**src/rtl/treeval_pkg.sv**
```systemverilog
// Shared encodings for the treeval message channel (host driver and controller).
package treeval_pkg;

  localparam int unsigned W_MSG            = 64;
  localparam int unsigned W_ADDR           = 6;
  localparam int unsigned MAX_NODES        = 64;
  localparam int unsigned W_ACTION         = 3;
  localparam int unsigned W_REWARD         = 10;
  localparam int unsigned W_WEIGHT         = 8;
  localparam int unsigned MAX_DATA_WIDTH   = 16;
  localparam int unsigned MAX_CONFIG_WIDTH = 16;
  localparam int unsigned TIMEOUT_CYCLES   = 4096;

  localparam int unsigned CmdLsb    = 62;
  localparam int unsigned CfgLsb    = 60;
  localparam int unsigned AddrLsb   = 56;
  localparam int unsigned FieldLsb  = 54;
  localparam int unsigned ResExpLsb = 0;
  localparam int unsigned ResActLsb = 10;

  typedef enum logic [1:0] {CmdRun = 2'd0, CmdNode = 2'd1, CmdConfig = 2'd2} cmd_e;
  typedef enum logic [1:0] {CfgNodes = 2'd0} cfg_e;
  typedef enum logic [1:0] {
    FldParent = 2'd0, FldAction = 2'd1, FldReward = 2'd2, FldWeight = 2'd3
  } field_e;

  typedef enum logic [2:0] {
    StIdle, StSendCfg, StFetch, StCapture, StSendNode, StSendRun, StWaitResult, StDone
  } state_e;

  function automatic logic [W_MSG-1:0] mk_cfg(input logic [W_ADDR:0] n);
    logic [W_MSG-1:0] m;
    m = '0;
    m[CmdLsb+:2] = CmdConfig;
    m[CfgLsb+:2] = CfgNodes;
    m[MAX_CONFIG_WIDTH-1:0] = MAX_CONFIG_WIDTH'(n);
    return m;
  endfunction

  function automatic logic [W_MSG-1:0] mk_node(input logic [W_ADDR-1:0] addr, input field_e f,
                                               input logic [MAX_DATA_WIDTH-1:0] data);
    logic [W_MSG-1:0] m;
    m = '0;
    m[CmdLsb+:2] = CmdNode;
    m[AddrLsb+:W_ADDR] = addr;
    m[FieldLsb+:2] = f;
    m[MAX_DATA_WIDTH-1:0] = data;
    return m;
  endfunction

endpackage

```
**src/rtl/treeval_msg_tx.sv**
```systemverilog
// Holds one outgoing message under the rdy/ack handshake; accepted_o pulses on the ack edge.
module treeval_msg_tx
  import treeval_pkg::*;
(
  input  logic             clk_i,
  input  logic             rst_i,
  input  logic             load_i,
  input  logic [W_MSG-1:0] load_msg_i,
  output logic             out_msg_rdy_o,
  output logic [W_MSG-1:0] out_msg_o,
  input  logic             out_msg_ack_i,
  output logic             accepted_o
);

  logic             rdy_q;
  logic [W_MSG-1:0] msg_q;

  always_ff @(posedge clk_i or posedge rst_i) begin
    if (rst_i) begin
      rdy_q <= 1'b0;
      msg_q <= '0;
    end else if (load_i) begin
      rdy_q <= 1'b1;
      msg_q <= load_msg_i;
    end else if (rdy_q && out_msg_ack_i) begin
      rdy_q <= 1'b0;
    end
  end

  assign accepted_o    = rdy_q & out_msg_ack_i;
  assign out_msg_rdy_o = rdy_q;
  assign out_msg_o     = msg_q;

endmodule

```
**src/rtl/treeval_host_driver.sv**
```systemverilog
// Host-side treeval initiator: streams a node table as commands, then waits for the result.
// Optional result watchdog enabled by defining TREEVAL_DRV_TIMEOUT_EN.
module treeval_host_driver
  import treeval_pkg::*;
(
  input  logic                clk,
  input  logic                rst,
  input  logic                start,
  input  logic [W_ADDR:0]     num_nodes,
  output logic                node_rd_en,
  output logic [W_ADDR-1:0]   node_rd_addr,
  input  logic [W_ADDR-1:0]   node_parent,
  input  logic [W_ACTION-1:0] node_action,
  input  logic [W_REWARD-1:0] node_reward,
  input  logic [W_WEIGHT-1:0] node_weight,
  output logic                out_msg_rdy,
  output logic [W_MSG-1:0]    out_msg,
  input  logic                out_msg_ack,
  input  logic                in_msg_rdy,
  input  logic [W_MSG-1:0]    in_msg,
  output logic                in_msg_ack,
  output logic                busy,
  output logic                done,
  output logic [W_REWARD-1:0] result_exp,
  output logic [W_ACTION-1:0] result_act,
  output logic                timeout
);

  state_e              state_q;
  logic [W_ADDR:0]     n_q;
  logic [W_ADDR-1:0]   addr_q, rd_addr_q;
  field_e              field_q;
  logic [W_ADDR-1:0]   par_q;
  logic [W_ACTION-1:0] act_q;
  logic [W_REWARD-1:0] rew_q, res_exp_q;
  logic [W_WEIGHT-1:0] wt_q;
  logic [W_ACTION-1:0] res_act_q;
  logic                rd_en_q, load_q, busy_q, done_q, in_ack_q, timeout_q;
  logic [W_MSG-1:0]    ld_msg_q;
  logic                accepted, rx_take;
  field_e              next_field;
  logic [MAX_DATA_WIDTH-1:0] next_data;
  logic [W_ADDR:0]     n_clamped;
  logic                unused_in;

`ifdef TREEVAL_DRV_TIMEOUT_EN
  localparam int unsigned CntW = $clog2(TIMEOUT_CYCLES);
  logic [CntW-1:0] cnt_q;
`endif

  treeval_msg_tx u_tx (
    .clk_i         (clk),
    .rst_i         (rst),
    .load_i        (load_q),
    .load_msg_i    (ld_msg_q),
    .out_msg_rdy_o (out_msg_rdy),
    .out_msg_o     (out_msg),
    .out_msg_ack_i (out_msg_ack),
    .accepted_o    (accepted)
  );

  assign rx_take   = in_msg_rdy && !in_ack_q;
  assign n_clamped = (num_nodes > (W_ADDR+1)'(MAX_NODES)) ? (W_ADDR+1)'(MAX_NODES) : num_nodes;
  assign unused_in = ^{in_msg[W_MSG-1:ResActLsb+W_ACTION]};

  always_comb begin
    next_field = field_e'(field_q + 2'd1);
    next_data  = '0;
    case (next_field)
      FldParent: next_data = MAX_DATA_WIDTH'(par_q);
      FldAction: next_data = MAX_DATA_WIDTH'(act_q);
      FldReward: next_data = {{(MAX_DATA_WIDTH-W_REWARD){rew_q[W_REWARD-1]}}, rew_q};
      FldWeight: next_data = MAX_DATA_WIDTH'(wt_q);
      default:   next_data = '0;
    endcase
  end

  always_ff @(posedge clk or posedge rst) begin
    if (rst) begin
      state_q   <= StIdle;
      n_q       <= '0;
      addr_q    <= '0;
      rd_addr_q <= '0;
      field_q   <= FldParent;
      par_q     <= '0;
      act_q     <= '0;
      rew_q     <= '0;
      wt_q      <= '0;
      res_exp_q <= '0;
      res_act_q <= '0;
      rd_en_q   <= 1'b0;
      load_q    <= 1'b0;
      ld_msg_q  <= '0;
      busy_q    <= 1'b0;
      done_q    <= 1'b0;
      in_ack_q  <= 1'b0;
      timeout_q <= 1'b0;
`ifdef TREEVAL_DRV_TIMEOUT_EN
      cnt_q     <= '0;
`endif
    end else begin
      load_q   <= 1'b0;
      done_q   <= 1'b0;
      // Results are acked in every state; only WAIT_RESULT keeps them.
      in_ack_q <= rx_take;
      case (state_q)
        StIdle: begin
          if (start) begin
            n_q       <= n_clamped;
            addr_q    <= '0;
            busy_q    <= 1'b1;
            timeout_q <= 1'b0;
            load_q    <= 1'b1;
            ld_msg_q  <= mk_cfg(n_clamped);
            state_q   <= StSendCfg;
          end
        end
        StSendCfg: begin
          if (accepted) begin
            if (n_q != '0) begin
              rd_en_q   <= 1'b1;
              rd_addr_q <= addr_q;
              state_q   <= StFetch;
            end else begin
              load_q   <= 1'b1;
              ld_msg_q <= '0;
              state_q  <= StSendRun;
            end
          end
        end
        StFetch: begin
          rd_en_q <= 1'b0;
          state_q <= StCapture;
        end
        StCapture: begin
          par_q    <= node_parent;
          act_q    <= node_action;
          rew_q    <= node_reward;
          wt_q     <= node_weight;
          field_q  <= FldParent;
          load_q   <= 1'b1;
          ld_msg_q <= mk_node(addr_q, FldParent, MAX_DATA_WIDTH'(node_parent));
          state_q  <= StSendNode;
        end
        StSendNode: begin
          if (accepted) begin
            if (field_q != FldWeight) begin
              field_q  <= next_field;
              load_q   <= 1'b1;
              ld_msg_q <= mk_node(addr_q, next_field, next_data);
            end else if ({1'b0, addr_q} == n_q - (W_ADDR+1)'(1)) begin
              load_q   <= 1'b1;
              ld_msg_q <= '0;
              state_q  <= StSendRun;
            end else begin
              addr_q    <= addr_q + 1'b1;
              rd_addr_q <= addr_q + 1'b1;
              rd_en_q   <= 1'b1;
              state_q   <= StFetch;
            end
          end
        end
        StSendRun: begin
          if (accepted) begin
            state_q <= StWaitResult;
`ifdef TREEVAL_DRV_TIMEOUT_EN
            cnt_q   <= '0;
`endif
          end
        end
        StWaitResult: begin
          if (rx_take) begin
            res_exp_q <= in_msg[ResExpLsb+:W_REWARD];
            res_act_q <= in_msg[ResActLsb+:W_ACTION];
            done_q    <= 1'b1;
            busy_q    <= 1'b0;
            state_q   <= StDone;
          end
`ifdef TREEVAL_DRV_TIMEOUT_EN
          else if (cnt_q == CntW'(TIMEOUT_CYCLES - 1)) begin
            timeout_q <= 1'b1;
            done_q    <= 1'b1;
            busy_q    <= 1'b0;
            state_q   <= StIdle;
          end else begin
            cnt_q <= cnt_q + 1'b1;
          end
`endif
        end
        StDone:  state_q <= StIdle;
        default: state_q <= StIdle;
      endcase
    end
  end

  assign node_rd_en   = rd_en_q;
  assign node_rd_addr = rd_addr_q;
  assign in_msg_ack   = in_ack_q;
  assign busy         = busy_q;
  assign done         = done_q;
  assign result_exp   = res_exp_q;
  assign result_act   = res_act_q;
  assign timeout      = timeout_q;

endmodule

```
**config.mk**
```make
export PLATFORM = sky130hd
export DESIGN_NAME = treeval_host_driver
export DESIGN_NICKNAME = d
export VERILOG_FILES = /design/src/rtl/treeval_pkg.sv /design/src/rtl/treeval_msg_tx.sv /design/src/rtl/treeval_host_driver.sv
export SDC_FILE = /design/constraint.sdc
export NUM_CORES = 1
export LEC_CHECK = 0
export CORE_AREA = 5 5 140 89
export DETAILED_ROUTE_END_ITERATION = 7
export DIE_AREA = 0 0 145 94
export PLACE_DENSITY_LB_ADDON = 0.05
export SLEW_MARGIN = 5
export SYNTH_ARGS = -nofsm -noshare
export SYNTH_HDL_FRONTEND = slang
export SYNTH_SLANG_ARGS = --single-unit
```
**constraint.sdc**
```tcl
create_clock -name clk -period 9.9 [get_ports clk]
set_clock_uncertainty 0.2 [all_clocks]
set_input_delay 1.98 -clock clk [delete_from_list [all_inputs] [get_ports clk]]
set_output_delay 1.98 -clock clk [all_outputs]
set_load 0.01 [all_outputs]
```
==> results of run 1 <==
[cells in the final DEF, fill, tap and decap left out, types with 6 or more instances in the layout]
cell type	Yosys	final
a21oi_1	6	6
o211ai_1	7	7
o21ai_0	9	9
nor3_1	7	7
dfrtp_1	104	104
a22oi_1	6	6
clkdlybuf4s50_1	0	101
mux2_4	6	6
nor2_1	8	8
nand3_1	10	10
clkbuf_16	0	9
inv_1	18	17
a22o_1	7	7
ha_1	8	8
mux2_2	26	26
nand2_1	137	137
conb_1	1	39
[final timing paths]
check | from | endpoint | slack, ns
max in group asynchronous | rst | rew_q[4] | 6.46
min in group asynchronous | rst | u_tx.out_msg_o[4] | 1.81
max reg2reg | state_q[1] | ld_msg_q[6] | 6.52
max | out_msg_ack | ld_msg_q[5] | 5.70
min | result_exp[7] | result_exp[7] | 0.27
min reg2reg | result_exp[7] | result_exp[7] | 0.27
[power breakdown]
| part | switching [W] | internal (W) |
|---|---|---|
| Combinational | 0.000340 | 0.000313 |
| Clock | 0.000166 | 0.000181 |
| Sequential | 0.000119 | 0.000559 |
| Total | 0.000626 | 0.00105 |
[sequential cells by signal (all words and copies together), names as in the netlist, 6 cells and up]
| name | cells |
|---|---|
| addr_q | 6 |
| ld_msg_q | 20 |
| n_q | 7 |
| node_rd_addr | 6 |
| result_exp | 10 |
| rew_q | 10 |
| u_tx.out_msg_o | 20 |
| wt_q | 8 |
[through the flow]
| stage | util (%) | area (um2) | setup WS, ns |
|---|---|---|---|
| after floorplan | - | 5290 | 4.99 |
| after detailed placement | 55.0 | 6050 | 5.39 |
| after global placement | 55.0 | 6050 | 5.43 |
| final | 57.6 | 6340 | 5.70 |
| after CTS | 57.6 | 6340 | 5.75 |
| after global routing | 57.6 | 6340 | 5.61 |
[metal layers]
metal / wire length [um] / vias up / GRT usage (%) / share of wire (%)
met5: 0 / - / 0 / 0
met2: 5290 / 120 / 26.8 / 42
met1: 6300 / 1867 / 28.2 / 50
li1: - / 1831 / - / -
met4: 75 / 0 / 3.92 / 0.60
met3: 910 / 8 / 5.30 / 7.2
[critical path, delay by kind of cell]
family	cells	cell delay (ns)
compound gates	3	0.92
mux	1	0.42
simple gates	1	0.39
buf+inv	1	0.51
[cells by family (layout without fill, tap and decap cells)]
logic type | Yosys count | count (layout) | synth area share, %
AOI/OAI and AO/OA | 78 | 78 | 11.9
xor gates and xnor gates | 9 | 9 | 1.53
adders and majority gates | 8 | 8 | 1.94
buffers and inverters | 89 | 138 | 10.2
DFF | 104 | 104 | 50.5
muxes | 36 | 36 | 8.21
other | 1 | 39 | 0.0728
and+or+nand+nor | 188 | 188 | 15.6
[final cells by class]
type                            count  area (um2)
Sequential cell                   104        2600
Tap cell                          144         180
Fill cell                         952        4660
Clock buffer                       10         239
Multi-Input combinational cell    358        2170
Inverter                           19        73.8
Clock inverter                      6        51.3
Timing Repair Buffer              103        1030
==> out/qor.csv, run 1 <==
metric,value,unit
status,"complete, no violations",
Critical Path Max Stage Delay,0.51,ns
"Arr. time, crit path",4.24,ns
root buffer cell,clkbuf_16,
layout cells sized above 1,10.0,%
GRT Total Usage,18.7,%
Post-Syn Instances,513,
initial core utilization,46.8,%
post_cts resized,0,
"Top FF cell, synth",dfrtp_1,
Synth cell types,57,
PortBufs,101,
hold_buf cts,0,
Min Hold Slack,0.274,ns
"critical path, cell by cell",clkdlybuf4s50_1 -> and2_1 -> a21oi_2 -> o32ai_4 -> o21ai_2 -> mux2_4,
DRT antenna net count,0,
Lkg Pwr,2.99,nW
DRC,0,
"count leader, synth",nand2_1,
CTS tree,done,
nets@finish,706,
final cell count without fillers,744,
Die Span Y,94,um
Worst setup EP type,register,
core area,11000,um2
"Slowest-stage cell, CP",clkdlybuf4s50_1,
Initial DRC Count,266,
Cells after DPL,728,
clk_lat worst skew,0.35,ns
Power Total,0.00168,W
Reg2Reg Depth,6,
htree depth,3,
WL final,12600,um
Layout area overhead,23.1,%
RSZ-0062 raised after global routing,no,
CTS Buf Count,9,
Hold Path Depth,2,
post-synthesis sequential area ratio,50.5,%
mapped cell area,5150,um2
final hold viol count,0,
I/O pin cnt,192,
fmax,238,MHz
Placer Congestion,0.858,
CTS Sinks,104,
Post-DP HPWL,9400,um
Routed wire per std cell,16.9,um
Pwr per Cell Area,265,nW/um2
final setup violation count,0,
share of the synthesized area in the top cell type,50.5,%
kind of critical path,primary input to register,
Post-Syn Area per Cell,10.0,um2
CP startpoint kind,primary input,
Placement Rows,30,
postcts setup bufs,0,
largest fanout on the critical path,22,
vias in the first global route,3736,
Post-synth EDFFs,0,
"flops & latches, synth",104,
period utilization,42.4,%
asr flop ratio synth,100,%
DR vias,3826,
Pins Over Slew Limit,0,
Synth warnings,0,
Max Cap Viol,0,
maximum VDD drop,148,uV
critical path required time,9.94,ns
pin count of the biggest net entering global routing,65,
Final min period,4.20,ns
antenna cells,0,
Synth area leader,dfrtp_1,
grt total ovfl,0,
clock tree buffer depth,2,
initial antenna violation count,0,
Die Width,145,um
area of the die,13600,um2
vias per cell,5.14,
Worst Hold Class,register to register,
Clock transition at path regs,0.07,ns
DRT Pass-1 Iters,5,
normalized max-slew margin,20.5,%
Least-Margin Pin Slew,1.18,ns
most common library cells after synthesis,"137 x nand2_1, 104 x dfrtp_1, 45 x buf_4",
"top cells by area, synth","dfrtp_1 51%, nand2_1 10%, buf_4 6.6%, mux2_2 5.7%, ha_1 1.9%",
Setup TNS Final,0,ns
first-pass GRT wire length,20300,um
(Power assumes the default switching activity.)
==> inputs of run 2 (changes only) <==
- CORE_AREA: 5 5 140 89 -> 5 5 153 96
- DIE_AREA: 0 0 145 94 -> 0 0 158 101
- clock period: 9.9 -> 3.8 ns (I/O delays scaled with it)
==> run 2 against run 1 <==
Against the previous run:
- critical path depth grew 2
- total power grew to 2.6 times the previous value
- sequential power grew to 2.6 times the previous value
- global-route usage shrank 2.6 points
- largest power group unchanged
- via count grew 0.60%
- sequential cell count is the same
==> out/qor.csv, run 2 (same netlist as run 1, synthesis figures left out) <==
metric,value,unit,change
status,"complete, no violations",,
pin count of the biggest net entering global routing,53,,-18%
I/O pin cnt,192,,unchanged
pre-CTS setup slack,0.516,ns,-4.87 ns
Least-Margin Pin Slew,1.16,ns,-0.0255 ns
Pins Over Slew Limit,0,,unchanged
"commonest non-fill, non-tap cells in the layout","137 x nand2_1, 104 x dfrtp_1, 101 x clkdlybuf4s50_1, 39 x conb_1, 26 x mux2_2",,
Clock transition at path regs,0.07,ns,about the same
DRC,0,,unchanged
antenna cells,0,,unchanged
initial antenna violation count,0,,unchanged
fill cell count,1247,,+31%
Storage cell area,2600,um2,unchanged
GRT Total Usage,16.1,%,-2.6 points
first-pass GRT wire length,20100,um,-0.95%
Setup TNS Final,0,ns,unchanged
root buffer cell,clkbuf_16,,
area of the die,16000,um2,+17%
critical path required time,3.83,ns,-6.11 ns
CP startpoint kind,register,,
RSZ-0062 raised after global routing,no,,
DRT antenna net count,0,,unchanged
Max Cap Viol,0,,unchanged
Worst setup EP type,register,,
CTS Buf Count,9,,unchanged
CTS tree,done,,
Die Width,158,um,+9.0%
final setup violation count,0,,unchanged
layout cells sized above 1,10.9,%,+0.87 points
clk_lat worst skew,0.35,ns,about the same
DRT Pass-1 Iters,6,,+1
"Arr. time, crit path",3.19,ns,-1.05 ns
CTS Sinks,104,,unchanged
grt total ovfl,0,,unchanged
maximum VDD drop,348,uV,+130%
Pwr per Cell Area,679,nW/um2,+160%
fin worst setup slack,0.647,ns,-5.05 ns
design area,6430,um2,+1.4%
kind of critical path,register to register,,
Post-DP HPWL,9580,um,+1.9%
core area,13300,um2,+21%
largest fanout on the critical path,22,,unchanged
period utilization,83.0,%,
Final min period,3.15,ns,
Routed wire per std cell,16.2,um,-4.0%
Layout area overhead,24.8,%,
Placed Area,6160,um2,+1.8%
Cells after DPL,767,,+5.4%
post_cts resized,0,,unchanged
Lkg Pwr,3.01,nW,+0.85%
area of the multi-input gates,2170,um2,unchanged
Die Span Y,101,um,+7.4%
WL final,12700,um,+0.95%
final hold viol count,0,,unchanged
initial core utilization,38.9,%,-8.0 points
Worst Hold Class,register to register,,
post-layout util,48.5,%,-9.1 points
Placer Congestion,0.830,,-3.3%
nets@finish,714,,+1.1%
postcts setup bufs,0,,unchanged
Initial DRC Count,245,,-7.9%
htree depth,3,,unchanged
vias in the first global route,3714,,-0.59%
"most common cell after layout, fill and taps aside",nand2_1,,
vias per cell,4.92,,-4.3%
final cell count without fillers,782,,+5.1%
DR vias,3849,,+0.60%
Placement Rows,33,,+10%
hold_buf cts,0,,unchanged
clock tree buffer depth,2,,unchanged
PortBufs,101,,unchanged
normalized max-slew margin,22.8,%,+2.3 points
fmax,317,MHz,
-- run 2: cell count changes in the layout (fill, tap and decap cells not counted) --
cell        delta
clkbuf_1       +1
buf_4          +7
inv_8          -1
clkinvlp_4     +2
clkinv_4       -2
inv_6          +1
clkbuf_8       -1
buf_12         +1
clkinv_2       -1
-- run 2: path summary, 6_finish.rpt --
path	slack (ns)	endpoint	cells after the start	start
max	0.65	ld_msg_q[6]	8	n_q[0]
max reg2reg	0.65	ld_msg_q[6]	8	n_q[0]
min	0.27	in_msg_ack	1	in_msg_ack
min in group asynchronous	0.49	u_tx.out_msg_o[4]	2	rst
max in group asynchronous	2.17	node_rd_addr[3]	3	rst
min reg2reg	0.27	in_msg_ack	1	in_msg_ack
-- run 2: worst max-delay path, cell delays in order (launching register included) --
cell	delay, ns
dfrtp_1	0.41
inv_1	0.09
ha_1	0.26
nand2b_1	0.18
a21o_1	0.19
a31oi_1	0.25
nor3_1	0.12
o21ai_2	0.91
mux2_2	0.42
-- run 2: final cells by class --
type	count	share of cell area [%]
clock buffer	10	3.56
clock inverter	5	0.642
inverter	19	1.15
multi-input combinational	358	33.7
sequential	104	40.5
tap	175	3.40
timing repair buffer	111	17.1
-- run 2: metrics by stage --
step                hold slack, ns  power [W]
floorplan                    0.244    0.00289
global placement             0.256    0.00348
detailed placement           0.252    0.00352
CTS                          0.279    0.00441
global route                 0.302    0.00468
finish                       0.273    0.00437
-- run 2: metal layers --
metal  vias to the layer above  global-route usage, %  part of all wire [%]
met5                         -                      0                     0
met1                      1847                   25.7                    51
met3                         8                   4.03                   7.3
li1                       1850                      -                     -
met4                         0                   2.69                  0.73
met2                       144                   22.1                    41
-- run 2: where the power goes --
group | internal, W | leakage [nW] | switching, W
combinational | 0.000848 | 1.52 | 0.000906
sequential | 0.00146 | 1.36 | 0.000290
clock | 0.000447 | 0.126 | 0.000420
total | 0.00275 | 3.01 | 0.00162
==> inputs of run 3 (changes only) <==
- CORE_AREA: 5 5 153 96 -> 5 5 145 91
- DIE_AREA: 0 0 158 101 -> 0 0 150 96
- clock period: 3.8 -> 3.05 ns (I/O delays scaled with it)
==> run 3 against run 2 <==
Against the previous run:
- cell count up 0.26%
- count of clock-buffer cells in the layout is 1 higher
- cell area increased by 1.4%
- critical endpoint is now addr_q[5]
- sequential cell count did not move
- routed wire length grew 2.8%
- core utilization rose by 6.8 points
- non-clock buffer count is 10 higher
- sequential share of layout area fell by 0.54 points
- global-route usage is 2.3 points higher
- critical path depth grew 1
- register-to-register slack lost 0.47 ns
==> out/qor.csv, run 3 (same netlist as run 1, synthesis figures left out) <==
metric,value,unit,change
status,"complete, no violations",,
"commonest non-fill, non-tap cells in the layout","137 x nand2_1, 104 x dfrtp_1, 101 x clkdlybuf4s50_1, 39 x conb_1, 26 x mux2_2",,
root buffer cell,clkbuf_16,,
CP startpoint kind,register,,
GRT Total Usage,18.4,%,+2.3 points
I/O pin cnt,192,,unchanged
initial core utilization,43.7,%,+4.8 points
Reg2Reg Depth,9,,+1
nets@finish,724,,+1.4%
"most common cell after layout, fill and taps aside",nand2_1,,
Worst setup EP type,register,,
Die Width,150,um,-5.1%
clk_lat worst skew,0.34,ns,about the same
fill cell count,1053,,-16%
Top delay family on crit path,compound AO/OA/AOI/OAI gates,,
RSZ-0062 raised after global routing,no,,
Pwr per Cell Area,857,nW/um2,+26%
kind of critical path,register to register,,
Cells after DPL,767,,unchanged
vias per cell,4.96,,+0.70%
Hold Path Depth,1,,unchanged
period utilization,94.2,%,+11 points
final hold viol count,0,,unchanged
Critical Path Stages,9,,+1
Critical Path Max Stage Delay,0.43,ns,-0.48 ns
grt total ovfl,0,,unchanged
"Slowest-stage cell, CP",or3_1,,
"setup slack, reg-to-reg",0.18,ns,-0.47 ns
Power Total,0.00559,W,+28%
normalized max-slew margin,45.3,%,+22 points
Clock transition at path regs,0.07,ns,about the same
Initial DRC Count,284,,+16%
largest fanout on the critical path,12,,-45%
maximum VDD drop,409,uV,+17%
DRT Pass-1 Iters,4,,-2
Worst Hold Class,register to register,,
postcts setup bufs,0,,unchanged
clock tree buffer depth,2,,unchanged
vias in the first global route,3888,,+4.7%
Layout area overhead,26.5,%,
DRC,0,,unchanged
final cell count without fillers,784,,+0.26%
Routed wire per std cell,16.6,um,+2.5%
initial antenna violation count,0,,unchanged
"Arr. time, crit path",2.90,ns,-0.29 ns
layout cells sized above 1,12.3,%,+1.4 points
Max Cap Viol,0,,unchanged
Post-DP HPWL,9860,um,+2.9%
area of the die,14400,um2,-9.8%
"critical path, cell by cell",inv_1 -> ha_1 -> nand2b_1 -> a21o_1 -> a31oi_1 -> nor3_1 -> buf_4 -> or3_1 -> o31ai_1,,
Pins Over Slew Limit,0,,unchanged
Placement Rows,31,,-6.1%
htree depth,3,,unchanged
Placer Congestion,0.874,,+5.3%
CTS Sinks,104,,unchanged
worst path bufs/invs,2,,+1
CTS tree,done,,
Setup TNS Final,0,ns,unchanged
post_cts resized,0,,unchanged
Lkg Pwr,3.07,nW,+2.0%
DR vias,3886,,+0.96%
Final min period,2.87,ns,-0.280 ns
Least-Margin Pin Slew,0.821,ns,-0.337 ns
PortBufs,101,,unchanged
critical path required time,3.08,ns,-0.75 ns
WL final,13000,um,+2.8%
Die Span Y,96,um,-5.0%
final setup violation count,0,,unchanged
CTS Buf Count,9,,unchanged
first-pass GRT wire length,20500,um,+2.0%
hold_buf cts,0,,unchanged
DRT antenna net count,0,,unchanged
core area,11800,um2,-11%
pin count of the biggest net entering global routing,105,,+98%
fmax,348,MHz,+9.7%
-- run 3: changes by cell type in the layout (fill, tap and decap cells not counted) --
cell	change
inv_8	+1
clkinvlp_4	-1
clkinv_4	+1
clkbuf_1	+1
inv_4	-1
buf_12	+1
buf_4	+9
diode_2	+1
-- run 3: where the power goes --
part           total, W  internal [W]  switching [W]
combinational   0.00234       0.00113        0.00120
sequential      0.00215       0.00182       0.000339
clock           0.00110      0.000570       0.000527
total           0.00559       0.00352        0.00207
-- run 3: layer usage --
metal | wire (um) | global-route usage (%) | up-vias
met5 | 0 | 0 | -
met4 | 64 | 4.03 | 0
met3 | 917 | 4.24 | 6
met2 | 5310 | 25.1 | 136
met1 | 6750 | 29.1 | 1883
li1 | - | - | 1861
-- run 3: area by class of cell --
cell class / instances / area [um2] / share of cell area, %
Multi-Input combinational cell: 358 / 2170 / 33.2
Antenna cell: 1 / 2.50 / 0.0384
Clock inverter: 5 / 46.3 / 0.710
Tap cell: 165 / 206 / 3.17
Inverter: 19 / 75.1 / 1.15
Clock buffer: 11 / 233 / 3.57
Timing Repair Buffer: 121 / 1190 / 18.2
Sequential cell: 104 / 2600 / 39.9
-- run 3: final timing paths --
check / start / to
worst min-delay path: in_msg_ack / in_msg_ack
min in group asynchronous: rst / u_tx.out_msg_o[4]
max in group asynchronous: rst / node_rd_addr[1]
worst max-delay path: n_q[0] / addr_q[5]
worst max register to register: n_q[0] / addr_q[5]
worst min register to register: in_msg_ack / in_msg_ack
-- run 3: worst reg2reg max path: stages (launching register included) --
cell and delay, ns:
dfrtp_1 0.42, inv_1 0.10, ha_1 0.28, nand2b_1 0.19
a21o_1 0.19, a31oi_1 0.27, nor3_1 0.12, buf_4 0.21
or3_1 0.43, o31ai_1 0.34
-- run 3: per-stage QoR --
| step | util [%] | cell area (um2) | hold slack (ns) | worst slack, ns |
|---|---|---|---|---|
| after detailed placement | 52.9 | 6240 | 0.241 | 0.231 |
| after global placement | 52.9 | 6240 | 0.249 | 0.265 |
| after floorplan | - | 5300 | 0.244 | 0.636 |
| final | 55.3 | 6520 | 0.267 | 0.177 |
| after CTS | 55.3 | 6520 | 0.269 | 0.209 |
| after global routing | 55.3 | 6520 | 0.291 | 0.0133 |
